File: config.mk
export PLATFORM = sky130hd
export DESIGN_NAME = stage_3_mc_exec
export DESIGN_NICKNAME = d
export VERILOG_FILES = /design/src/rtl/stage_3_mc_exec.sv
export SDC_FILE = /design/constraint.sdc
export NUM_CORES = 2
export LEC_CHECK = 0
export ABC_AREA = 1
export CORE_MARGIN = 2
export CORE_UTILIZATION = 60
export CTS_CLUSTER_SIZE = 20
export DETAILED_ROUTE_END_ITERATION = 7
export PLACE_DENSITY = 0.95
export SKIP_CTS_REPAIR_TIMING = 1
export SYNTH_ARGS = -nofsm -noshare
export SYNTH_HDL_FRONTEND = slang
export SYNTH_SLANG_ARGS = --single-unit
File: constraint.sdc
create_clock -name Clk -period 4.1 [get_ports Clk]
set_input_delay 1.23 -clock Clk [delete_from_list [all_inputs] [get_ports Clk]]
set_output_delay 1.23 -clock Clk [all_outputs]
set_load 0.02 [all_outputs]
File: src/rtl/stage_3_mc_exec.sv
// Multi-cycle execute stage: RV32I ALU, branch comparator and address unit, plus an
// iterative M-extension multiplier/divider, all behind a registered valid/ready output.
module stage_3_mc_exec #(
  parameter int XLEN     = 32,
  parameter int TAG_W    = 5,
  parameter bit ENABLE_M = 1'b1
) (
  input  logic             Clk,
  input  logic             Rst_n,
  input  logic             Flush,
  input  logic             In_Valid,
  output logic             In_Ready,
  input  logic [XLEN-1:0]  PC_EX,
  input  logic [XLEN-1:0]  Operand1_ACU,
  input  logic [XLEN-1:0]  Operand2_ACU,
  input  logic [XLEN-1:0]  Operand1_DEU,
  input  logic [XLEN-1:0]  Operand2_DEU,
  input  logic [4:0]       Alu_Ctrl,
  input  logic             J_Type,
  input  logic             I_Type_JAL_R,
  input  logic [TAG_W-1:0] Rd_Tag,
  output logic             Out_Valid,
  input  logic             Out_Ready,
  output logic [XLEN-1:0]  Alu_Out,
  output logic [XLEN-1:0]  Address_Out,
  output logic             Is_Branch_Taken,
  output logic [XLEN-1:0]  PC_Out,
  output logic [TAG_W-1:0] Rd_Tag_Out,
  output logic             Busy
);

  localparam int SHW = $clog2(XLEN);
  localparam logic [1:0] ST_IDLE = 2'd0;
  localparam logic [1:0] ST_MUL  = 2'd1;
  localparam logic [1:0] ST_DIV  = 2'd2;
  localparam logic [XLEN-1:0] MIN_NEG = {1'b1, {(XLEN-1){1'b0}}};

  logic [1:0]       state_reg;
  logic [SHW-1:0]   cnt_reg;
  logic [XLEN-1:0]  hi_reg, lo_reg, b_reg;
  logic             neg_reg, rneg_reg;
  logic [1:0]       op_reg;
  logic             out_valid_reg, taken_reg;
  logic [XLEN-1:0]  alu_out_reg, addr_reg, pc_reg;
  logic [TAG_W-1:0] tag_reg;

  logic [XLEN-1:0] op1, op2, single_res, special_res, mag1, mag2, addr_sum;
  logic [SHW-1:0]  shamt;
  logic            single_taken, accept, is_m, is_div, special;
  logic            div_signed, div_zero, div_ovf, s1, s2, neg1, neg2;

  assign op1   = Operand1_DEU;
  assign op2   = Operand2_DEU;
  assign shamt = Operand2_DEU[SHW-1:0];

  assign In_Ready = (state_reg == ST_IDLE) && (!out_valid_reg || Out_Ready) && !Flush;
  assign accept   = In_Valid && In_Ready;
  assign Busy     = (state_reg != ST_IDLE);

  assign is_m       = ENABLE_M && (Alu_Ctrl[4:3] == 2'b11);
  assign is_div     = is_m && Alu_Ctrl[2];
  assign div_signed = !Alu_Ctrl[0];
  assign div_zero   = (op2 == '0);
  assign div_ovf    = div_signed && (op1 == MIN_NEG) && (op2 == '1);
  assign special    = is_div && (div_zero || div_ovf);

  // Divide-by-zero takes precedence; overflow only applies with a nonzero divisor.
  always_comb begin
    special_res = '0;
    if (div_zero)
      special_res = Alu_Ctrl[1] ? op1 : '1;
    else if (!Alu_Ctrl[1])
      special_res = op1;
  end

  // Operand signedness: MUL/MULH/DIV/REM signed x signed, MULHSU signed x unsigned.
  assign s1   = is_div ? div_signed : (Alu_Ctrl[1:0] != 2'b11);
  assign s2   = is_div ? div_signed : !Alu_Ctrl[1];
  assign neg1 = s1 && op1[XLEN-1];
  assign neg2 = s2 && op2[XLEN-1];
  assign mag1 = neg1 ? -op1 : op1;
  assign mag2 = neg2 ? -op2 : op2;

  assign addr_sum = Operand1_ACU + Operand2_ACU;

  always_comb begin
    single_res   = '0;
    single_taken = 1'b0;
    case (Alu_Ctrl)
      5'b00000: single_res = op1 + op2;
      5'b01000: single_res = op1 - op2;
      5'b00001: single_res = op1 << shamt;
      5'b00010: single_res = {{(XLEN-1){1'b0}}, $signed(op1) < $signed(op2)};
      5'b00011: single_res = {{(XLEN-1){1'b0}}, op1 < op2};
      5'b00100: single_res = op1 ^ op2;
      5'b00101: single_res = op1 >> shamt;
      5'b01101: single_res = $signed(op1) >>> shamt;
      5'b00110: single_res = op1 | op2;
      5'b00111: single_res = op1 & op2;
      5'b10000: single_taken = (op1 == op2);
      5'b10001: single_taken = (op1 != op2);
      5'b10100: single_taken = ($signed(op1) < $signed(op2));
      5'b10101: single_taken = !($signed(op1) < $signed(op2));
      5'b10110: single_taken = (op1 < op2);
      5'b10111: single_taken = !(op1 < op2);
      default: begin
        if (is_m)
          single_res = special_res;
        else
          single_taken = J_Type | I_Type_JAL_R;
      end
    endcase
  end

  // One shift-add step: {hi,lo} holds partial product above the remaining multiplier bits.
  logic [XLEN:0]     mul_sum;
  logic [XLEN-1:0]   mul_hi_next, mul_lo_next;
  logic [2*XLEN-1:0] prod_mag, prod_s;
  assign mul_sum     = {1'b0, hi_reg} + (lo_reg[0] ? {1'b0, b_reg} : '0);
  assign mul_hi_next = mul_sum[XLEN:1];
  assign mul_lo_next = {mul_sum[0], lo_reg[XLEN-1:1]};
  assign prod_mag    = {mul_hi_next, mul_lo_next};
  assign prod_s      = neg_reg ? -prod_mag : prod_mag;

  // One restoring-division step: hi is the partial remainder, lo shifts dividend out / quotient in.
  logic [XLEN:0]   div_shift, div_diff;
  logic            div_ok;
  logic [XLEN-1:0] div_hi_next, div_lo_next, quo_s, rem_s, final_res;
  assign div_shift   = {hi_reg, lo_reg[XLEN-1]};
  assign div_diff    = div_shift - {1'b0, b_reg};
  assign div_ok      = !div_diff[XLEN];
  assign div_hi_next = div_ok ? div_diff[XLEN-1:0] : div_shift[XLEN-1:0];
  assign div_lo_next = {lo_reg[XLEN-2:0], div_ok};
  assign quo_s       = neg_reg ? -div_lo_next : div_lo_next;
  assign rem_s       = rneg_reg ? -div_hi_next : div_hi_next;

  always_comb begin
    if (state_reg == ST_DIV)
      final_res = op_reg[1] ? rem_s : quo_s;
    else
      final_res = (op_reg == 2'b00) ? prod_s[XLEN-1:0] : prod_s[2*XLEN-1:XLEN];
  end

  always_ff @(posedge Clk or negedge Rst_n) begin
    if (!Rst_n) begin
      state_reg     <= ST_IDLE;
      cnt_reg       <= '0;
      hi_reg        <= '0;
      lo_reg        <= '0;
      b_reg         <= '0;
      neg_reg       <= 1'b0;
      rneg_reg      <= 1'b0;
      op_reg        <= 2'b00;
      out_valid_reg <= 1'b0;
      taken_reg     <= 1'b0;
      alu_out_reg   <= '0;
      addr_reg      <= '0;
      pc_reg        <= '0;
      tag_reg       <= '0;
    end else if (Flush) begin
      state_reg     <= ST_IDLE;
      out_valid_reg <= 1'b0;
    end else if (accept) begin
      pc_reg   <= PC_EX;
      tag_reg  <= Rd_Tag;
      addr_reg <= {addr_sum[XLEN-1:1], addr_sum[0] & !I_Type_JAL_R};
      if (is_m && !special) begin
        state_reg     <= is_div ? ST_DIV : ST_MUL;
        cnt_reg       <= '0;
        hi_reg        <= '0;
        lo_reg        <= is_div ? mag1 : mag2;
        b_reg         <= is_div ? mag2 : mag1;
        neg_reg       <= neg1 ^ neg2;
        rneg_reg      <= neg1;
        op_reg        <= Alu_Ctrl[1:0];
        out_valid_reg <= 1'b0;
        taken_reg     <= 1'b0;
      end else begin
        alu_out_reg   <= single_res;
        taken_reg     <= single_taken;
        out_valid_reg <= 1'b1;
      end
    end else if (state_reg != ST_IDLE) begin
      cnt_reg <= cnt_reg + SHW'(1);
      hi_reg  <= (state_reg == ST_DIV) ? div_hi_next : mul_hi_next;
      lo_reg  <= (state_reg == ST_DIV) ? div_lo_next : mul_lo_next;
      if (cnt_reg == SHW'(XLEN-1)) begin
        state_reg     <= ST_IDLE;
        alu_out_reg   <= final_res;
        out_valid_reg <= 1'b1;
      end
    end else if (Out_Ready) begin
      out_valid_reg <= 1'b0;
    end
  end

  assign Out_Valid       = out_valid_reg;
  assign Alu_Out         = alu_out_reg;
  assign Address_Out     = addr_reg;
  assign Is_Branch_Taken = taken_reg;
  assign PC_Out          = pc_reg;
  assign Rd_Tag_Out      = tag_reg;

endmodule

==> results.py, run 1 <==
metrics = {
    "synthesis": {
        "synth_ff_type": "dfrtp_1",
        "seq_area_frac_synth": 0.168,
        "yosysUniqueCellTypes": 71,
        "postSynthCellCount": 5472,
        "synth_nets": 5854,
        "synthArstFlopShare": 1.00,
        "avgSynthCellArea_um2": 5.72,
        "syn_area_um2": 31300,
        "synth_seq_cells": 210,
        "ys_warn_count": 0,
        "synth-edff-count": 0,
    },
    "status": {
        "tool.error": "[ERROR GRT-0116] Global routing finished with congestion. Check the congestion regions in the DRC Viewer.",
        "haltStage": "global routing (5_1_grt)",
        "outcome": "stopped before the end",
    },
    "die": {
        "die_h_um": 232,
        "die_x_um": 232,
        "initial_core_util": 0.609,
        "pin_count": 282,
        "rows": 83,
    },
    "global_routing": {
        "grt_max_degree": 71,
        "grt_pass1_wl_um": 266000,
        "grt_usage": 0.639,
        "gr-total-overflow": 11,
        "grt_pass1_vias": 47600,
    },
    "place": {
        "io_buffer_count": 281,
        "pre_cts_ws_ns": -0.702,
        "finalWeightedCongestion": 1.35,
        "hpwl_um": 120000,
    },
    "clock_network": {
        "cts_buffers": 27,
        "cts_sinks": 210,
        "cts_htree_levels": 1,
        "clockBufferDepth": 3,
        "cts-root-buf": "clkbuf_16",
    },
}
[logic make-up after synthesis]
| logic type | share of synthesized area |
|---|---|
| flip-flops | 0.168 |
| AND/OR/NAND/NOR | 0.354 |
| AO/OA/AOI/OAI | 0.236 |
| XOR/XNOR | 0.0381 |
| multiplexers | 0.00352 |
| adder cells (fa/ha/maj) | 0.0832 |
| buffers and inverters | 0.117 |
[metal layers]
metal / GRT usage / GRT overflow
met2: 0.798 / 4
met1: 0.641 / 0
met3: 0.492 / 0
met4: 0.625 / 7
met5: 0.215 / 0
[per-stage QoR]
stage | cells | instance area (µm²)
after floorplan | 5472 | 31300
after global placement | 6767 | 38500
after detailed placement | 6767 | 38500
after CTS | 6816 | 39500
[synth_stat cells (27+ instances only)]
| library cell | count | area [µm²] |
|---|---|---|
| clkbuf_1 | 199 | 747 |
| or2_2 | 27 | 169 |
| a31oi_1 | 57 | 357 |
| o22ai_1 | 53 | 332 |
| xor2_1 | 110 | 963 |
| o211ai_1 | 55 | 413 |
| ha_1 | 200 | 2500 |
| nor3_1 | 59 | 295 |
| a21oi_1 | 377 | 1890 |
| nand4_1 | 65 | 407 |
| nand2_2 | 37 | 231 |
| inv_1 | 678 | 2540 |
| o21ai_0 | 547 | 2740 |
| dfrtp_1 | 210 | 5260 |
| nand3_1 | 302 | 1510 |
| nand2_1 | 1560 | 5860 |
| nor2_1 | 529 | 1990 |
==> run 2: changes to the inputs <==
--- a/config.mk
+++ b/config.mk
@@ -7,10 +7,9 @@
 export LEC_CHECK = 0
 export ABC_AREA = 1
 export CORE_MARGIN = 2
-export CORE_UTILIZATION = 60
-export CTS_CLUSTER_SIZE = 20
+export CORE_UTILIZATION = 40
 export DETAILED_ROUTE_END_ITERATION = 7
-export PLACE_DENSITY = 0.95
+export PLACE_DENSITY_LB_ADDON = 0.15
 export SKIP_CTS_REPAIR_TIMING = 1
 export SYNTH_ARGS = -nofsm -noshare
 export SYNTH_HDL_FRONTEND = slang
==> run 2 against run 1 <==
The flow now finishes without violations. Synthesized cell count unchanged. Area after synthesis unchanged.
==> results.py, run 2 <==
metrics = {
    "final_layout": {
        "layout-drive-gt1-share": 0.210,
        "nFillCells": 7883,
        "fin_nets": 6999,
        "fin_area_um2": 44700,
        "seq_area_um2": 5260,
        "final_common_cell": "nand2_1",
        "multi_input_area_um2": 23100,
        "area_growth_syn_to_layout_pct": 42.9,
        "final_cell_mix": "nand2_1, buf_4, inv_1, o21ai_0, nor2_1",
    },
    "timing": {
        "fin_crit_sh": 0.984,
        "rsz0062_at_grt": "true",
        "fmax_mhz": 248,
        "min_period_ns": 4.04,
        "tns_ns": 0,
        "fin_ws_ns": 0.0647,
        "setup_violations": 0,
        "worstMarginPinSlew_ns": 1.10,
        "finalClockSkew_ns": 0.0180,
        "slew_headroom": 0.260,
        "slew_violations": 0,
        "hold_viol": 0,
    },
    "die": {
        "initial_core_util": 0.404,
        "core_um2": 77500,
        "rows": 102,
        "die_x_um": 284,
        "die_area_um2": 80500,
        "die_h_um": 284,
        "pin_count": 282,
    },
    "detailed_routing": {
        "wirelength_um": 187000,
        "drtIter0Drc": 5212,
        "vias": 44100,
        "firstDrtPassIters": 6,
        "ant_nets": 0,
        "viasPerCell": 5.74,
        "wl_per_cell_um": 24.3,
        "drc": 0,
    },
    "synthesis": {
        "synth-edff-count": 0,
        "synth.largest_area_cell": "nand2_1",
        "synth.most_common_cell": "nand2_1",
        "ys_warn_count": 0,
        "yosysUniqueCellTypes": 71,
        "syn_area_um2": 31300,
        "seq_area_frac_synth": 0.168,
        "yosysTopAreaCellShare": 0.187,
        "synth_seq_cells": 210,
        "synthArstFlopShare": 1.00,
        "synth_common_cells": "nand2_1, inv_1, o21ai_0",
        "postSynthCellCount": 5472,
        "synth_area_leaders": "nand2_1, dfrtp_1, o21ai_0, inv_1, ha_1",
        "avgSynthCellArea_um2": 5.72,
        "synth_nets": 5854,
        "synth_ff_type": "dfrtp_1",
    },
    "setup_path": {
        "crit_buf_inv": 5,
        "r2r_end": "Alu_Out[16]",
        "startpoint_type": "flip-flop",
        "critical_path.top_delay_family": "simple AND/OR/NAND/NOR gates",
        "slowest_delay_ns": 0.43,
        "crit_slowest_cell": "dfrtp_1",
        "critPathLaunch": "lo_reg[31]",
        "worstPathMaxFanout": 5,
        "crit_end": "Alu_Out[16]",
        "end_kind": "flip-flop",
        "critPathKind": "flip-flop to flip-flop",
        "cp.required_ns": 4.60,
        "rr_worst_depth": 25,
        "crit_top_cell": "nand2_1",
        "reg2reg_slack_ns": 0.06,
        "cp.depth": 25,
        "cp.arrival_ns": 4.54,
        "timing.rr.start": "lo_reg[31]",
    },
    "worst_hold_path": {
        "hp-class": "flip-flop to flip-flop",
    },
    "clock_network": {
        "clk_latency_ns": 0.63,
        "cts_tree": "yes",
        "clockBufferDepth": 3,
        "cts-root-buf": "clkbuf_16",
        "cts_htree_levels": 1,
        "clkTransAtPathRegs_ns": 0.06,
        "cts_buffers": 30,
        "cts_sinks": 210,
    },
    "place": {
        "io_buffer_count": 281,
        "placed_area_um2": 42900,
        "hpwl_um": 154000,
        "finalWeightedCongestion": 1.14,
        "pre_cts_ws_ns": -0.794,
    },
    "global_routing": {
        "grt_usage": 0.446,
        "grt_max_degree": 111,
        "grt_antenna_before_repair": 10,
        "gr-total-overflow": 0,
        "grt_pass1_wl_um": 269000,
        "grt_pass1_vias": 41700,
    },
    "power_and_ir_drop": {
        "p_per_area_nw_per_um2": 633,
        "p_leak_nw": 22.9,
        "ir_worst_vdd_mv": 0.381,
    },
    "job": {
        "cap_violations": 0,
    },
    "status": {
        "outcome": "finished clean",
    },
}
==> run 2: worst min path at each step <==
| stage | from | depth (start not counted) | endpoint | slack [ns] |
|---|---|---|---|---|
| floorplan | op_reg[0] | 2 | op_reg[0] | 0.45 |
| global placement | PC_Out[27] | 2 | PC_Out[27] | 0.46 |
| detailed placement | Rd_Tag_Out[3] | 2 | Rd_Tag_Out[3] | 0.46 |
| CTS | Rd_Tag_Out[3] | 2 | Rd_Tag_Out[3] | 0.48 |
| global route | PC_Out[13] | 2 | PC_Out[13] | 0.51 |
| finish | Rd_Tag_Out[4] | 2 | Rd_Tag_Out[4] | 0.48 |
==> run 2: cell type report <==
cell class	instances	area share
Tap cell	1040	0.0291
Inverter	699	0.0588
Multi-Input combinational cell	4313	0.516
Clock inverter	14	0.00450
Antenna cell	5	0.000280
Clock buffer	40	0.0192
Timing Repair Buffer	1363	0.254
Sequential cell	210	0.117
==> run 2: cells by family after synthesis <==
logic type               after synthesis  synth area share
multiplexers                          11           0.00352
buffers and inverters                949             0.117
adder cells (fa/ha/maj)              205            0.0832
flip-flops                           210             0.168
XOR/XNOR                             136            0.0381
AO/OA/AOI/OAI                       1295             0.236
AND/OR/NAND/NOR                     2666             0.354
==> run 2: worst register-to-register path, cell delays in order, from the launching register on <==
cell,delay (ns)
dfrtp_1,0.43
clkinvlp_4,0.21
ha_4,0.16
inv_2,0.04
fa_2,0.34
nand3_1,0.09
nand3_2,0.07
nand2_1,0.08
nand2_2,0.12
nand2_1,0.10
nand2_2,0.07
nand2_4,0.13
nand3_4,0.18
buf_12,0.20
buf_4,0.14
nand3_1,0.07
nand2_1,0.09
nor2_2,0.17
nand2_1,0.11
nor2_4,0.22
nand2_2,0.11
a21oi_2,0.16
o21ai_1,0.08
a21oi_1,0.25
buf_4,0.21
o21ai_1,0.08
==> run 2: where the power goes <==
group / switching, W / total (W) / internal, W / leakage [nW]
registers: 0.000840 / 0.00369 / 0.00285 / 2.64
clock network: 0.00118 / 0.00289 / 0.00172 / 0.523
logic: 0.0135 / 0.0217 / 0.00819 / 19.8
==> run 2: through the flow <==
step	total power (W)	hold slack [ns]	std cells	util
6_report	0.0283	0.479	7684	0.578
3_5_place_dp	0.0234	0.464	7616	0.553
2_1_floorplan	0.0143	0.454	5472	-
4_1_cts	0.0264	0.480	7670	0.567
3_3_place_gp	0.0232	0.462	7616	0.553
5_1_grt	0.0300	0.508	7680	0.577
==> run 2: metal layers <==
metal	wire, µm	global-route usage	vias to the layer above
met2	81100	0.703	2617
met3	18300	0.0884	703
met5	54	0	-
met4	17200	0.331	10
met1	70000	0.538	20400
li1	-	-	20400
Power figures use the tool's default switching activity.
